<file path="config.mk">
export PLATFORM = sky130hd
export DESIGN_NAME = alu_share_ctrl
export DESIGN_NICKNAME = d
export VERILOG_FILES = /design/src/rtl/alu_pkg.sv /design/src/rtl/alu8.sv /design/src/rtl/rr_arb2.sv /design/src/rtl/alu_share_ctrl.sv
export SDC_FILE = /design/constraint.sdc
export NUM_CORES = 1
export LEC_CHECK = 0
export ABC_CLOCK_PERIOD_IN_PS = 2300
export CORE_MARGIN = 4
export CORE_UTILIZATION = 39
export CTS_BUF_LIST = sky130_fd_sc_hd__clkbuf_4
export CTS_CLUSTER_DIAMETER = 100
export DETAILED_ROUTE_END_ITERATION = 8
export PLACE_DENSITY_LB_ADDON = 0.3
export SYNTH_ARGS = -nofsm -noshare
export SYNTH_HDL_FRONTEND = slang
export SYNTH_SLANG_ARGS = --single-unit
export TNS_END_PERCENT = 5
</file>
<file path="constraint.sdc">
create_clock -name clk -period 2.3 [get_ports clk]
set_input_delay 0.23 -clock clk [delete_from_list [all_inputs] [get_ports clk]]
set_output_delay 0.23 -clock clk [all_outputs]
set_load 0.005 [all_outputs]
</file>
<file path="src/rtl/alu_pkg.sv">
// alu_pkg: shared definitions for the shared-ALU slice.
//   - ALU opcode constants
//   - FSM state encoding for alu_share_ctrl
//   - op_is_illegal(): true for opcodes that have no ALU operation
package alu_pkg;

    localparam logic [2:0] OP_ADD = 3'b001;
    localparam logic [2:0] OP_SUB = 3'b010;
    localparam logic [2:0] OP_NEG = 3'b011;
    localparam logic [2:0] OP_OR  = 3'b101;
    localparam logic [2:0] OP_XOR = 3'b110;

    typedef enum logic [1:0] {
        ST_IDLE = 2'd0,
        ST_EXEC = 2'd1,
        ST_RESP = 2'd2
    } state_e;

    function automatic logic op_is_illegal(input logic [2:0] op);
        return !(op inside {OP_ADD, OP_SUB, OP_NEG, OP_OR, OP_XOR});
    endfunction

endpackage

</file>
<file path="src/rtl/alu8.sv">
// alu8: combinational 8-bit ALU with 9-bit result (bit 8 = carry).
// Ports:
//   a, b  in  8 : operands
//   op    in  3 : opcode (see alu_pkg)
//   y     out 9 : result; unused opcodes give 0
import alu_pkg::*;

module alu8 (
    input  logic [7:0] a,
    input  logic [7:0] b,
    input  logic [2:0] op,
    output logic [8:0] y
);

    always_comb begin
        y = '0;
        case (op)
            OP_ADD:  y = {1'b0, a} + {1'b0, b};
            OP_SUB:  y = {1'b0, a - b};
            OP_NEG:  y = {1'b0, ~a + 8'd1};
            OP_OR:   y = {1'b0, a | b};
            OP_XOR:  y = {1'b0, a ^ b};
            default: y = '0;
        endcase
    end

endmodule

</file>
<file path="src/rtl/rr_arb2.sv">
// rr_arb2: two-input round-robin grant (combinational).
// Ports:
//   valid      in  2 : request valids
//   last_grant in  1 : requester served most recently
//   grant      out 2 : one-hot grant, or 0 when nothing is valid
module rr_arb2 (
    input  logic [1:0] valid,
    input  logic       last_grant,
    output logic [1:0] grant
);

    always_comb begin
        grant = '0;
        case (valid)
            2'b01:   grant = 2'b01;
            2'b10:   grant = 2'b10;
            // Tie: the requester not served last time wins.
            2'b11:   grant = last_grant ? 2'b01 : 2'b10;
            default: grant = '0;
        endcase
    end

endmodule

</file>
<file path="src/rtl/alu_share_ctrl.sv">
// alu_share_ctrl: two-requester arbiter/sequencer for a shared 8-bit ALU.
// IDLE grants one requester (round-robin) and captures its operands,
// EXEC registers the ALU result, RESP holds it until the consumer takes it.
// Ports:
//   clk, rst_n                         : clock, async active-low reset
//   reqN_valid/ready/a/b/op (N = 0, 1) : requester channels
//   rsp_valid/ready/id/data/err        : response channel
//   busy                               : FSM not in IDLE
// Parameter PRIO_INIT: requester that wins the first tie after reset.
// Build macro ALU_SHARE_OPCHK_EN: flag illegal opcodes on rsp_err.
import alu_pkg::*;

module alu_share_ctrl #(
    parameter int unsigned PRIO_INIT = 0
) (
    input  logic       clk,
    input  logic       rst_n,
    input  logic       req0_valid,
    output logic       req0_ready,
    input  logic [7:0] req0_a,
    input  logic [7:0] req0_b,
    input  logic [2:0] req0_op,
    input  logic       req1_valid,
    output logic       req1_ready,
    input  logic [7:0] req1_a,
    input  logic [7:0] req1_b,
    input  logic [2:0] req1_op,
    output logic       rsp_valid,
    input  logic       rsp_ready,
    output logic       rsp_id,
    output logic [8:0] rsp_data,
    output logic       rsp_err,
    output logic       busy
);

    // last_grant starts as the opposite of the preferred requester
    localparam logic LAST_GRANT_INIT = (PRIO_INIT == 0) ? 1'b1 : 1'b0;

    state_e     state_q;
    logic [7:0] a_q, b_q;
    logic [2:0] op_q;
    logic       id_q;
    logic [8:0] rsp_data_q;
    logic       rsp_valid_q;
    logic       busy_q;
    logic       last_grant_q;
    logic [1:0] grant;
    logic [8:0] alu_y;

    rr_arb2 u_arb (
        .valid      ({req1_valid, req0_valid}),
        .last_grant (last_grant_q),
        .grant      (grant)
    );

    // ALU sees only the captured operands, never the live request fields
    alu8 u_alu (
        .a  (a_q),
        .b  (b_q),
        .op (op_q),
        .y  (alu_y)
    );

    assign req0_ready = (state_q == ST_IDLE) && grant[0];
    assign req1_ready = (state_q == ST_IDLE) && grant[1];

`ifdef ALU_SHARE_OPCHK_EN
    logic rsp_err_q;
`endif

    always_ff @(posedge clk or negedge rst_n) begin
        if (!rst_n) begin
            state_q      <= ST_IDLE;
            a_q          <= '0;
            b_q          <= '0;
            op_q         <= '0;
            id_q         <= 1'b0;
            rsp_data_q   <= '0;
            rsp_valid_q  <= 1'b0;
            busy_q       <= 1'b0;
            last_grant_q <= LAST_GRANT_INIT;
`ifdef ALU_SHARE_OPCHK_EN
            rsp_err_q    <= 1'b0;
`endif
        end else begin
            case (state_q)
                ST_IDLE: begin
                    if (|grant) begin
                        a_q     <= grant[1] ? req1_a  : req0_a;
                        b_q     <= grant[1] ? req1_b  : req0_b;
                        op_q    <= grant[1] ? req1_op : req0_op;
                        id_q    <= grant[1];
                        busy_q  <= 1'b1;
                        state_q <= ST_EXEC;
                    end
                end
                ST_EXEC: begin
`ifdef ALU_SHARE_OPCHK_EN
                    rsp_err_q  <= op_is_illegal(op_q);
                    rsp_data_q <= op_is_illegal(op_q) ? '0 : alu_y;
`else
                    rsp_data_q <= alu_y;
`endif
                    rsp_valid_q <= 1'b1;
                    state_q     <= ST_RESP;
                end
                ST_RESP: begin
                    if (rsp_ready) begin
                        last_grant_q <= id_q;
                        rsp_valid_q  <= 1'b0;
                        busy_q       <= 1'b0;
                        state_q      <= ST_IDLE;
                    end
                end
                default: begin
                    rsp_valid_q <= 1'b0;
                    busy_q      <= 1'b0;
                    state_q     <= ST_IDLE;
                end
            endcase
        end
    end

    assign rsp_valid = rsp_valid_q;
    assign rsp_id    = id_q;
    assign rsp_data  = rsp_data_q;
    assign busy      = busy_q;

`ifdef ALU_SHARE_OPCHK_EN
    assign rsp_err = rsp_err_q;
`else
    assign rsp_err = 1'b0;
`endif

endmodule

</file>
# Yosys cells after proc, flatten, opt, wreduce, memory -nomap -nowiden
# Cells that the tools add are included.
[totals] word_cells=51 output_inout_bits=15 reg_bits=34 inputBits=43
[op_classes] muxes=13 n_eq_ne=12 reduce_logical=9 n_addsub=3 bitwise=5
[ops] op="$pmux 9 s5" n=1
[ops] op="$mux 8" n=2
[ops] op="$pmux 2 s3" n=2
[ops] op="$add 8x8->9" n=1
[ops] op="$add 8x1->8 const B" n=1
[ops] op="$not 8->8" n=1
[ops] op="$or 8x8->8" n=1
[ops] op="$reduce_and 2->1" n=4
[ops] op="$sub 8x8->8" n=1
[ops] op="$xor 8x8->8" n=1
[ops] op="$eq 2x2->1 const B" n=3
[ops] op="$eq 3x2->1 const B" n=2
[ops] op="$eq 3x3->1 const B" n=2
[ops] op="$mux 2" n=3
[ops] op="$pmux 1 s3" n=2
[ops] op="$eq 2x1->1 const B" n=2
[ops] op="$eq 3x1->1 const B" n=1
[ops] op="$mux 3" n=1
[ops] op="$reduce_and 3->1" n=1
[ops] op="$logic_and 1x1->1" n=2
[ops] op="$logic_not 2->1" n=1
[ops] op="$mux 1" n=2
[ops] op="$ne 2x1->1 const B" n=1
[ops] op="$ne 2x2->1 const B" n=1
[ops] op="2 further kinds" n=3

# Depth between registers and ports, before layout
[logic_depth] word_depth=5 mapped_depth=10 ltp_nobuf=10

# By module
# Synthesis repeated with hierarchy kept, for this count alone.
[hier_totals] hier_cells=269 hier_area_um2=2752.6
[modules_own_cells] mod="alu_share_ctrl" cells_each=102 instances=1 area_per_inst_um2=1617.8 seq_area_each_um2=852.1
[modules_own_cells] mod="alu8" cells_each=164 instances=1 area_per_inst_um2=1116.1 seq_area_each_um2=0.0
[modules_own_cells] mod="rr_arb2" cells_each=3 instances=1 area_per_inst_um2=18.8 seq_area_each_um2=0.0

# Worst setup path after synthesis
# Ideal clock, no wire load.
[synth_path] kind="reg-to-reg" start="reg a_q[2]" end="reg rsp_data_q[6], in the netlist rsp_data[6]" synth_period_minus_slack_ns=2.259 n_path_buf=1 t_required_ns=2.213 arrival_time_ns=2.173 setup_slack_ns=0.041 setup_ns=0.087 stages_incl_launch_ff=10 cell_sequence="dfrtp_1 > inv_1 > ha_1 > buf_6 > nor2b_4 > o31a_1 > o21a_1 > o21a_1 > or4_1 > a32oi_1"
[synth_between] elab_chain_cells=3 word_cells_on_any_way=5 cone_classes="3 x add/sub; 1 x mux; 1 x bitwise"
[synth_lines] element="from (decl)" line="alu_share_ctrl.sv:40" text="logic [7:0] a_q, b_q;"
[synth_lines] element="from (signal assigned)" line="alu_share_ctrl.sv:89" text="a_q <= grant[1] ? req1_a : req0_a;"
[synth_lines] element="$not 8->8" line="alu8.sv:20" text="OP_NEG: y = {1'b0, ~a + 8'd1};"
[synth_lines] element="$add 8x1->8" line="alu8.sv:20"
[synth_lines] element="$pmux 9 s5 *" line="alu8.sv:17" text="case (op)"
[synth_lines] element="to (signal assigned)" line="alu_share_ctrl.sv:102" text="rsp_data_q <= alu_y;"
[synth_lines] element="to (decl)" line="alu_share_ctrl.sv:43" text="logic [8:0] rsp_data_q;"
# Every way passes the cells marked *; elsewhere a longest branch is shown, timed or not.
# A chain may end at the register's enable or synchronous reset.

# Final worst setup path
[layout_path] start="reg a_q[0]" end="reg rsp_data_q[6], in the netlist rsp_data[6]"
# The elaborated chain is that of the path after synthesis.

==> impl_results.html <==
<table>
<tr><th>Metric</th><th>Value</th></tr>
<tr><th colspan="2">Setup path</th></tr>
<tr><td>Start-to-end type of the worst setup path</td><td>flop to flop</td></tr>
<tr><td>Buffer and inverter count on the worst path</td><td>1</td></tr>
<tr><td>R2r endpoint</td><td>rsp_data[6]</td></tr>
<tr><td>Worst reg2reg setup slack</td><td>-0.01 ns</td></tr>
<tr><td>Library cell appearing most often on the critical path</td><td>o21a_1</td></tr>
<tr><td>CP max stage delay</td><td>0.43 ns</td></tr>
<tr><td>CP Data Arrival Time</td><td>2.58 ns</td></tr>
<tr><td>CP endpoint kind</td><td>flop</td></tr>
<tr><td>Largest delay share family, worst path</td><td>compound AO/OA/AOI/OAI gates</td></tr>
<tr><td>Worst Path Required</td><td>2.57 ns</td></tr>
<tr><td>Launching point of the worst reg2reg path</td><td>a_q[0]</td></tr>
<tr><td>Cell breakdown of the critical path</td><td>ha_4, inv_2, fa_2, nor2b_4, o31a_1, o21a_1, o21a_1, or4_1, a32oi_1</td></tr>
<tr><td>Number of cells traversed by the worst register-to-register path</td><td>9</td></tr>
<tr><td>Largest fanout on the critical path</td><td>3</td></tr>
<tr><td>Nature of the critical path startpoint</td><td>flop</td></tr>
<tr><td>Slowest cell on crit path</td><td>dfrtp_1</td></tr>
<tr><th colspan="2">STA</th></tr>
<tr><td>Max Clock Skew</td><td>0.005976 ns</td></tr>
<tr><td>Final setup vio count</td><td>1</td></tr>
<tr><td>Minimum hold slack</td><td>0.2809 ns</td></tr>
<tr><td>Unrepaired setup endpoints after global routing</td><td>yes</td></tr>
<tr><td>Max Clock Freq</td><td>432.7 MHz</td></tr>
<tr><td>Final hold violation count</td><td>0</td></tr>
<tr><td>Minimum period implied by the final worst setup slack</td><td>2.311 ns</td></tr>
<tr><td>Max-slew violation count</td><td>0</td></tr>
<tr><td>Final worst-path cycle share</td><td>100.5%</td></tr>
<tr><td>Post-route worst setup slack</td><td>-0.01130 ns</td></tr>
<tr><td>Total Negative Setup Slacks</td><td>-0.01130 ns</td></tr>
<tr><th colspan="2">Place</th></tr>
<tr><td>Placer Congestion</td><td>0.9457</td></tr>
<tr><td>Port Buffers</td><td>56</td></tr>
<tr><td>Post-DP HPWL</td><td>5.425 mm</td></tr>
<tr><th colspan="2">Routing</th></tr>
<tr><td>First-pass DRT Iterations</td><td>4</td></tr>
<tr><td>DRC</td><td>0</td></tr>
<tr><td>Routed vias</td><td>2471</td></tr>
<tr><td>Drt initial violations</td><td>172</td></tr>
<tr><td>Vias/cell</td><td>5.337</td></tr>
<tr><td>Remaining antenna violation count after routing</td><td>0</td></tr>
<tr><td>Final Routed Wirelength</td><td>6.908 mm</td></tr>
<tr><td>Wire length per cell after detailed routing</td><td>14.92 um</td></tr>
<tr><th colspan="2">Pwr</th></tr>
<tr><td>Total power</td><td>5.015 mW</td></tr>
<tr><td>Power density over the cells</td><td>1477 nW/um^2</td></tr>
<tr><td>Worst voltage drop across the vdd grid</td><td>0.6734 mV</td></tr>
<tr><td>Static leakage power</td><td>1.495 nW</td></tr>
<tr><th colspan="2">Job</th></tr>
<tr><td>Number of max-cap violations</td><td>0</td></tr>
<tr><th colspan="2">Synth</th></tr>
<tr><td>Number of register bits inferred by synthesis</td><td>34</td></tr>
<tr><td>Synth Warn #</td><td>0</td></tr>
<tr><td>Post-synth design cell area</td><td>2592 um^2</td></tr>
<tr><td>Synthesized area per cell</td><td>8.076 um^2</td></tr>
<tr><td>Area contributors post-synth</td><td>dfrtp_1, ha_1, nor2_1</td></tr>
<tr><td>Most common cell in the synthesized netlist</td><td>nor2_1</td></tr>
<tr><td>Net count after synthesis</td><td>391</td></tr>
<tr><td>Number of distinct library cells after synthesis</td><td>48</td></tr>
<tr><td>Largest area contributor in the synthesized netlist</td><td>dfrtp_1</td></tr>
<tr><td>Top FF cell, synth</td><td>dfrtp_1</td></tr>
<tr><td>Sequential element share of the synthesized area</td><td>32.87%</td></tr>
<tr><td>Share of the synthesized area in the top cell type</td><td>31.85%</td></tr>
<tr><td>Commonest cells in the synthesized netlist</td><td>nor2_1, dfrtp_1, inv_1</td></tr>
<tr><td>Synth Instances</td><td>321</td></tr>
<tr><td>Share of flip-flops with an asynchronous set or reset</td><td>100.0%</td></tr>
<tr><td>Count of flip-flops with a built-in enable after synthesis</td><td>0</td></tr>
<tr><th colspan="2">Global routing</th></tr>
<tr><td>Total grt overflow</td><td>0</td></tr>
<tr><td>Number of antenna violations at the first check in global routing</td><td>0</td></tr>
<tr><td>Vias in the first global route</td><td>2416</td></tr>
<tr><td>Maximum number of pins on one net before global-route repair</td><td>35</td></tr>
<tr><td>Overall track demand over capacity in global routing</td><td>18.69%</td></tr>
<tr><td>Wire length of the first global-routing pass</td><td>11.61 mm</td></tr>
<tr><th colspan="2">Die</th></tr>
<tr><td>Boundary Pins</td><td>58</td></tr>
<tr><td>Starting utilization of the core area</td><td>40.60%</td></tr>
<tr><td>Placeable core area</td><td>6386 um^2</td></tr>
<tr><td>Horizontal extent of the die</td><td>89.53 um</td></tr>
<tr><td>Count of standard-cell rows</td><td>29</td></tr>
<tr><td>Die height</td><td>89.53 um</td></tr>
<tr><td>Die Footprint</td><td>8016 um^2</td></tr>
<tr><th colspan="2">Run status</th></tr>
<tr><td>Failing checks</td><td>setup timing</td></tr>
<tr><td>Status</td><td>complete, but fails checks</td></tr>
<tr><th colspan="2">Finish</th></tr>
<tr><td>Number of fill cells</td><td>627</td></tr>
<tr><td>Share of post-route cells with drive strength above 1</td><td>10.10%</td></tr>
<tr><td>Inserted Diodes</td><td>0</td></tr>
<tr><td>Layout-stage area growth over the synthesis result</td><td>30.98%</td></tr>
<tr><td>Final Net Count</td><td>455</td></tr>
<tr><th colspan="2">Clock network</th></tr>
<tr><td>Clock network latency to the later pin of the worst-skew pair</td><td>0.34 ns</td></tr>
<tr><td>TritonCTS buffer count</td><td>5</td></tr>
<tr><td>Clk pin slew, worst setup/hold paths</td><td>0.11 ns</td></tr>
<tr><td>Number of hold buffers added after cts</td><td>0</td></tr>
<tr><td>CTS HTree Levels</td><td>2</td></tr>
<tr><td>Cell at the root of the clock tree</td><td>clkbuf_4</td></tr>
<tr><td>Largest buffer count on any clock path</td><td>2</td></tr>
<tr><td>Number of clock sinks</td><td>34</td></tr>
<tr><td>CTS tree</td><td>done</td></tr>
<tr><th colspan="2">Worst hold path</th></tr>
<tr><td>Type of the tightest min-delay check</td><td>input port to async pin</td></tr>
</table>
cells by family after synthesis:
kind of cell / Yosys count / synth area share (%)
AOI/OAI and AO/OA: 86 / 21.19
buffers and inverters: 50 / 7.818
DFF: 34 / 32.87
other: 1 / 0.1446
and+or+nand+nor: 109 / 19.45
muxes: 3 / 1.207
adders and majority gates: 27 / 13.61
xor gates and xnor gates: 11 / 3.716
metrics by stage:
step	cell area (um^2)	std cells	util (%)	worst slack, ns
after floorplan	2592	321	-	0.04088
after global placement	3299	452	51.67	0.04705
after detailed placement	3299	452	51.67	-0.01533
after CTS	3373	462	52.82	0.003878
after global routing	3396	463	53.17	-0.09126
final	3396	463	53.17	-0.01130
power by group:
| part | leakage [nW] | total [mW] | switching [mW] | internal (mW) |
|---|---|---|---|---|
| sequential | 0.399 | 1.19 | 0.309 | 0.877 |
| clock | 0.0286 | 0.336 | 0.222 | 0.114 |
| combinational | 1.07 | 3.49 | 1.85 | 1.64 |
| total | 1.50 | 5.01 | 2.38 | 2.63 |
flip-flops by register name, summed over array words and instances, names as in the netlist:
register      count
last_grant_q      1
rsp_id            1
a_q               8
rsp_data          9
op_q              3
state_q           2
rsp_valid         1
busy              1
b_q               8
per-layer routing:
metal | GRT usage, % | wire, um | part of all wire, % | vias to the layer above
met5 | 0 | 0 | 0 | -
met1 | 25.55 | 3034 | 44 | 1131
met2 | 30.41 | 3268 | 47 | 94
met4 | 5.954 | 136 | 2.0 | 0
met3 | 2.765 | 469 | 6.8 | 17
li1 | - | - | - | 1229
what timing repair did:
| action | CTS | global route |
|---|---|---|
| endpoints found under the hold margin | 0 | 0 |
| pin swaps | 3 | 2 |
| setup buffers | 2 | 1 |
| endpoints found under the setup margin | 1 | 2 |
| resized for setup | 3 | 2 |
area by class of cell:
type | count | area [um^2] | share of cell area, %
Timing Repair Buffer | 77 | 718.2 | 21.15
Sequential cell | 34 | 852.1 | 25.09
Clock inverter | 3 | 16.27 | 0.4790
Multi-Input combinational cell | 237 | 1563 | 46.02
Inverter | 30 | 112.6 | 3.316
Tap cell | 77 | 96.34 | 2.837
Clock buffer | 5 | 37.54 | 1.105
cell usage in the layout (no fill, tap or decap), types with 2 or more instances in the layout:
cell type and count:
mux2i_1 2, a21oi_1 15, o21bai_1 2, clkbuf_4 5
a41oi_1 2, xnor2_1 10, nor3_1 7, inv_1 29
buf_4 21, dfrtp_1 33, nand3_1 5, a22oi_1 2
ha_1 24, nand2_1 19, o31ai_1 2, o211ai_1 3
nand2b_1 6, nor2_1 54, clkdlybuf4s50_1 56, o221ai_1 3
or4_1 4, o22ai_1 22, a211oi_1 3, o21a_1 5
or3_1 2, o21ai_0 18, nor2b_1 4
worst max path at each step:
stage / start / to / slack, ns / depth (start not counted)
detailed placement: a_q[0] / rsp_data[6] / -0.02 / 9
finish: a_q[0] / rsp_data[6] / -0.01 / 9
floorplan: a_q[2] / rsp_data[6] / 0.04 / 9
global placement: a_q[0] / rsp_data[6] / 0.05 / 9
CTS: a_q[0] / rsp_data[6] / 0.004 / 9
global route: a_q[0] / rsp_data[6] / -0.09 / 10
Note: power is estimated with default switching activity, not from simulation.
==> edit 1: new RTL, same flow settings <==
The 3 states of `state_e` get a one-hot encoding in 3 bits.
--- a/src/rtl/alu_pkg.sv
+++ b/src/rtl/alu_pkg.sv
@@ -10,10 +10,10 @@
     localparam logic [2:0] OP_OR  = 3'b101;
     localparam logic [2:0] OP_XOR = 3'b110;
 
-    typedef enum logic [1:0] {
-        ST_IDLE = 2'd0,
-        ST_EXEC = 2'd1,
-        ST_RESP = 2'd2
+    typedef enum logic [2:0] {
+        ST_IDLE = 3'b001,
+        ST_EXEC = 3'b010,
+        ST_RESP = 3'b100
     } state_e;
 
     function automatic logic op_is_illegal(input logic [2:0] op);
Behaviour: no difference found for any inputs over 10 cycles, from zero or initial values and one cycle with rst_n low; not proved beyond that.
==> edit 1 against the original RTL <==
Worst setup slack better by 0.13 ns. Critical endpoint is now rsp_data[5]$_DFFE_PN0P_. Power is 6.6% higher. Synthesized cell count is 2.8% higher. Largest cell class unchanged. Synthesized area is 4.2% higher. First-iteration DRC count is 43% higher. Critical path type unchanged. Clock skew is 0.0083 ns higher. Cell area is 5.0% higher. Wire length is 9.4% higher. Largest power group unchanged. Count of clock-buffer cells in the layout stayed put. Sequential cell count is 1 higher. Non-clock buffer count is 3 lower.
==> edit 1: results (changes against the original RTL) <==
synthCells: 330  # +2.8%
grt_use_total_pct: 18.8  # +0.11 points
grt_pass1_vias: 2589  # +7.2%
clock_latency_ns: 0.35
cp_max_fo: 6  # +3
syn_nets: 399  # +2.0%
grt_max_degree: 37  # +5.7%
largest_reg_flops: 9  # unchanged
final_cell_count_no_fill: 476  # +2.8%
regToRegEndpoint: "rsp_data[5]$_DFFE_PN0P_"
cts_hold_buf: 1  # +1
yosys-top-cells-count: "46 x nor2_1, 33 x dfrtp_1, 27 x nor3_1"
irDropWorstVdd_uv: 686  # +1.9%
antenna_cells: 0  # unchanged
ctsResizeCount: 0  # -3
rrSetupSlack_ns: 0.12  # +0.13 ns
nNetsFinal: 464  # +2.0%
hold_depth: 3
p_leak_nw: 1.51  # +1.1%
grt_pass1_wl_mm: 12.8  # +10%
ys_types: 55  # +15%
drt_iter0_drc: 246  # +43%
max_stage_delay_ns: 0.47  # +0.04 ns
placed_cells: 467  # +3.3%
root_buffer: "clkbuf_4"
synthTopCellsByArea: "dfrtp_1 31%, ha_1 11%, nor2_1 6.4%"
cts.htree.levels: 2  # unchanged
r2r-start: "a_q[2]$_DFFE_PN0P_"
postCtsSetupBuffers: 0  # -2
startpoint_type: "flip-flop"
fin_worst_skew_ns: 0.0143  # +0.00831 ns
crit_slowest_cell: "dfrtp_2"
wl_mm: 7.56  # +9.4%
gp_congestion: 0.879  # -7.0%
hold_class: "primary input to flip-flop"
status: "completed"
yosysSeqAreaShare_pct: 32.5  # -0.37 points
cp.arrival_ns: 2.45  # -0.13 ns
clock_tree.buffer_depth: 2  # unchanged
drive_above_1_share_pct: 12.4  # +2.3 points
viasPerCell: 5.56  # +4.2%
dp_hpwl_mm: 6.00  # +11%
reg2reg_depth: 8  # -1
-- edit 1: changes by cell type after synthesis, sizes merged, moves of 4 or more --
| cell | before | now |
|---|---|---|
| a211oi | 4 | 20 |
| inv | 30 | 26 |
| nor2 | 54 | 46 |
| nor3 | 8 | 27 |
| o22ai | 22 | 2 |
-- edit 1: cell families after synthesis --
family / count (synthesis) / share of synthesized area, %
xor+xnor: 8 / 2.59
mux: 1 / 0.370
flops: 35 / 32.5
fa+ha+maj: 26 / 12.6
simple gates: 123 / 21.9
compound gates: 94 / 23.8
buf+inv: 42 / 6.06
other cells: 1 / 0.139
-- edit 1: final cells by class --
class | instances | area (um2)
fill | 664 | 3190
multi-input combinational | 253 | 1710
sequential | 35 | 880
timing repair buffer | 74 | 693
tap | 80 | 100
inverter | 26 | 97.6
clock inverter | 3 | 42.5
clock buffer | 5 | 37.5
-- edit 1: through the flow --
step           setup WS, ns  util, %  area (um2)  hold slack, ns
2_1_floorplan         0.139        -        2700         -0.0656
3_3_place_gp          0.150     50.6        3420           0.363
3_5_place_dp          0.104     50.6        3420           0.361
4_1_cts              0.0153     51.9        3510           0.441
5_1_grt              0.0117     52.8        3560           0.453
6_report              0.121     52.8        3560           0.452
-- edit 1: worst max-delay path, delay by kind of cell, from the launching register on --
kind            cells  cell delay, ns
compound gates      4            0.73
simple gates        2            0.50
flops               1            0.47
fa+ha+maj           1            0.30
buf+inv             1            0.09
-- edit 1: layer usage --
layer / vias to the layer above / wire, um / global-route usage, %
met1: 1242 / 3480 / 25.6
met3: 15 / 451 / 3.23
met5: - / 0 / 0
met4: 0 / 114 / 4.77
li1: 1303 / - / -
met2: 88 / 3510 / 30.8
-- edit 1: power breakdown --
part	total [mW]	internal [mW]	switching, mW
clock	0.464	0.229	0.235
sequential	1.21	0.912	0.301
combinational	3.67	1.65	2.01
==> edit 2: new RTL, config.mk and constraints unchanged <==
Without the edit above. Build with the macro `ALU_SHARE_OPCHK_EN` defined.
--- a/src/rtl/alu_share_ctrl.sv
+++ b/src/rtl/alu_share_ctrl.sv
@@ -8,6 +8,8 @@
 //   busy                               : FSM not in IDLE
 // Parameter PRIO_INIT: requester that wins the first tie after reset.
 // Build macro ALU_SHARE_OPCHK_EN: flag illegal opcodes on rsp_err.
+`define ALU_SHARE_OPCHK_EN
+
 import alu_pkg::*;
 
 module alu_share_ctrl #(
Function: changed (Yosys sat finds a counterexample within 4 cycles, from zero or initial values and one cycle with rst_n low).
==> edit 2 against the original RTL <==
Largest power group unchanged. Largest cell class unchanged. Utilization down 0.60 points. Clock skew up 0.0042 ns. Worst setup slack better by 0.14 ns. Cell area down 1.7%. Wire length down 3.1%. Synthesized area down 2.1%. Power down 1.9%. Sequential cell count up 1.
==> edit 2: results (changes against the original RTL) <==
status: "completed"
drive_above_1_share_pct: 9.73  # -0.37 points
numPortBuffers: 57  # +1.8%
grt_pass1_wl_mm: 11.2  # -3.1%
grt_pass1_vias: 2333  # -3.4%
ys_types: 49  # +2.1%
synthTopCellsByArea: "dfrtp_1 34%, ha_1 12%, nor2_1 8.1%"
nNetsFinal: 438  # -3.7%
drt_iter0_drc: 150  # -13%
wl_mm: 6.70  # -3.1%
ctsResizeCount: 0  # -3
fin_worst_skew_ns: 0.0102  # +0.00425 ns
irDropWorstVdd_uv: 751  # +12%
gp_congestion: 0.865  # -8.6%
switching_power_mw: 2.40  # +0.48%
grt_use_total_pct: 18.2  # -0.45 points
max_stage_delay_ns: 0.42
vias: 2398  # -3.0%
yosys-top-cells-count: "55 x nor2_1, 34 x dfrtp_1, 25 x inv_1"
cp.arrival_ns: 2.40  # -0.18 ns
postCtsSetupBuffers: 0  # -2
p_leak_nw: 1.46  # -2.3%
grt_max_degree: 36  # +2.9%
dp_hpwl_mm: 5.20  # -4.2%
synthCells: 306  # -4.7%
fillers: 604  # -3.7%
syn_nets: 375  # -4.1%
wl_per_cell_um: 15.0  # +0.39%
edit 2: worst paths after layout:
kind / slack (ns) / to
max in group asynchronous: 1.67 / last_grant_q$_DFFE_PN1P_
worst max-delay path: 0.13 / rsp_data[6]$_DFFE_PN0P_
min in group clk: 0.45 / b_q[2]$_DFFE_PN0P_
worst min-delay path: 0.29 / rsp_data[8]$_DFFE_PN0P_
worst max register to register: 0.13 / rsp_data[6]$_DFFE_PN0P_
worst min register to register: 0.49 / rsp_data[8]$_DFFE_PN0P_
edit 2: per-layer routing:
metal  part of all wire (%)  vias up  global-route usage (%)
met5                      0        -                       0
met4                    1.4        0                    4.81
met3                    3.6        7                    2.79
met2                     46       54                    28.4
met1                     49     1136                    26.3
li1                       -     1201                       -
edit 2: through the flow:
| stage | utilization [%] | cell area (um2) | setup WS (ns) |
|---|---|---|---|
| after floorplan | - | 2540 | 0.202 |
| after global placement | 51.3 | 3260 | 0.0895 |
| after detailed placement | 51.3 | 3260 | 0.0707 |
| after CTS | 52.1 | 3310 | 0.0309 |
| after global routing | 52.6 | 3340 | -0.0610 |
| final | 52.6 | 3340 | 0.125 |
edit 2: power groups by stage:
| stage | registers (mW) | logic [mW] | clock network (mW) |
|---|---|---|---|
| CTS | 1.29 | 3.19 | 0.348 |
| global route | 1.35 | 3.68 | 0.372 |
| detailed placement | 1.31 | 3.17 | 0 |
| global placement | 1.29 | 3.21 | 0 |
| finish | 1.29 | 3.30 | 0.331 |
| floorplan | 1.20 | 2.20 | 0 |
edit 2: kinds of logic (layout without fill, tap and decap cells):
kind of cell	Yosys count	after routing	share of synthesized area, %
muxes	2	2	0.789
buffers and inverters	44	108	6.55
adders and majority gates	26	26	13.4
AOI/OAI and AO/OA	86	86	22.6
DFF	35	35	34.5
and+or+nand+nor	103	103	18.6
xor gates and xnor gates	10	10	3.45
edit 2: layout make-up:
class / count / share of cell area, %
multi-input cells: 227 / 45.7
flip-flops and latches: 35 / 26.4
repair buffers: 71 / 20.2
inverters: 29 / 3.26
well taps: 77 / 2.89
clock buffers: 5 / 1.12
clock inverters: 3 / 0.450
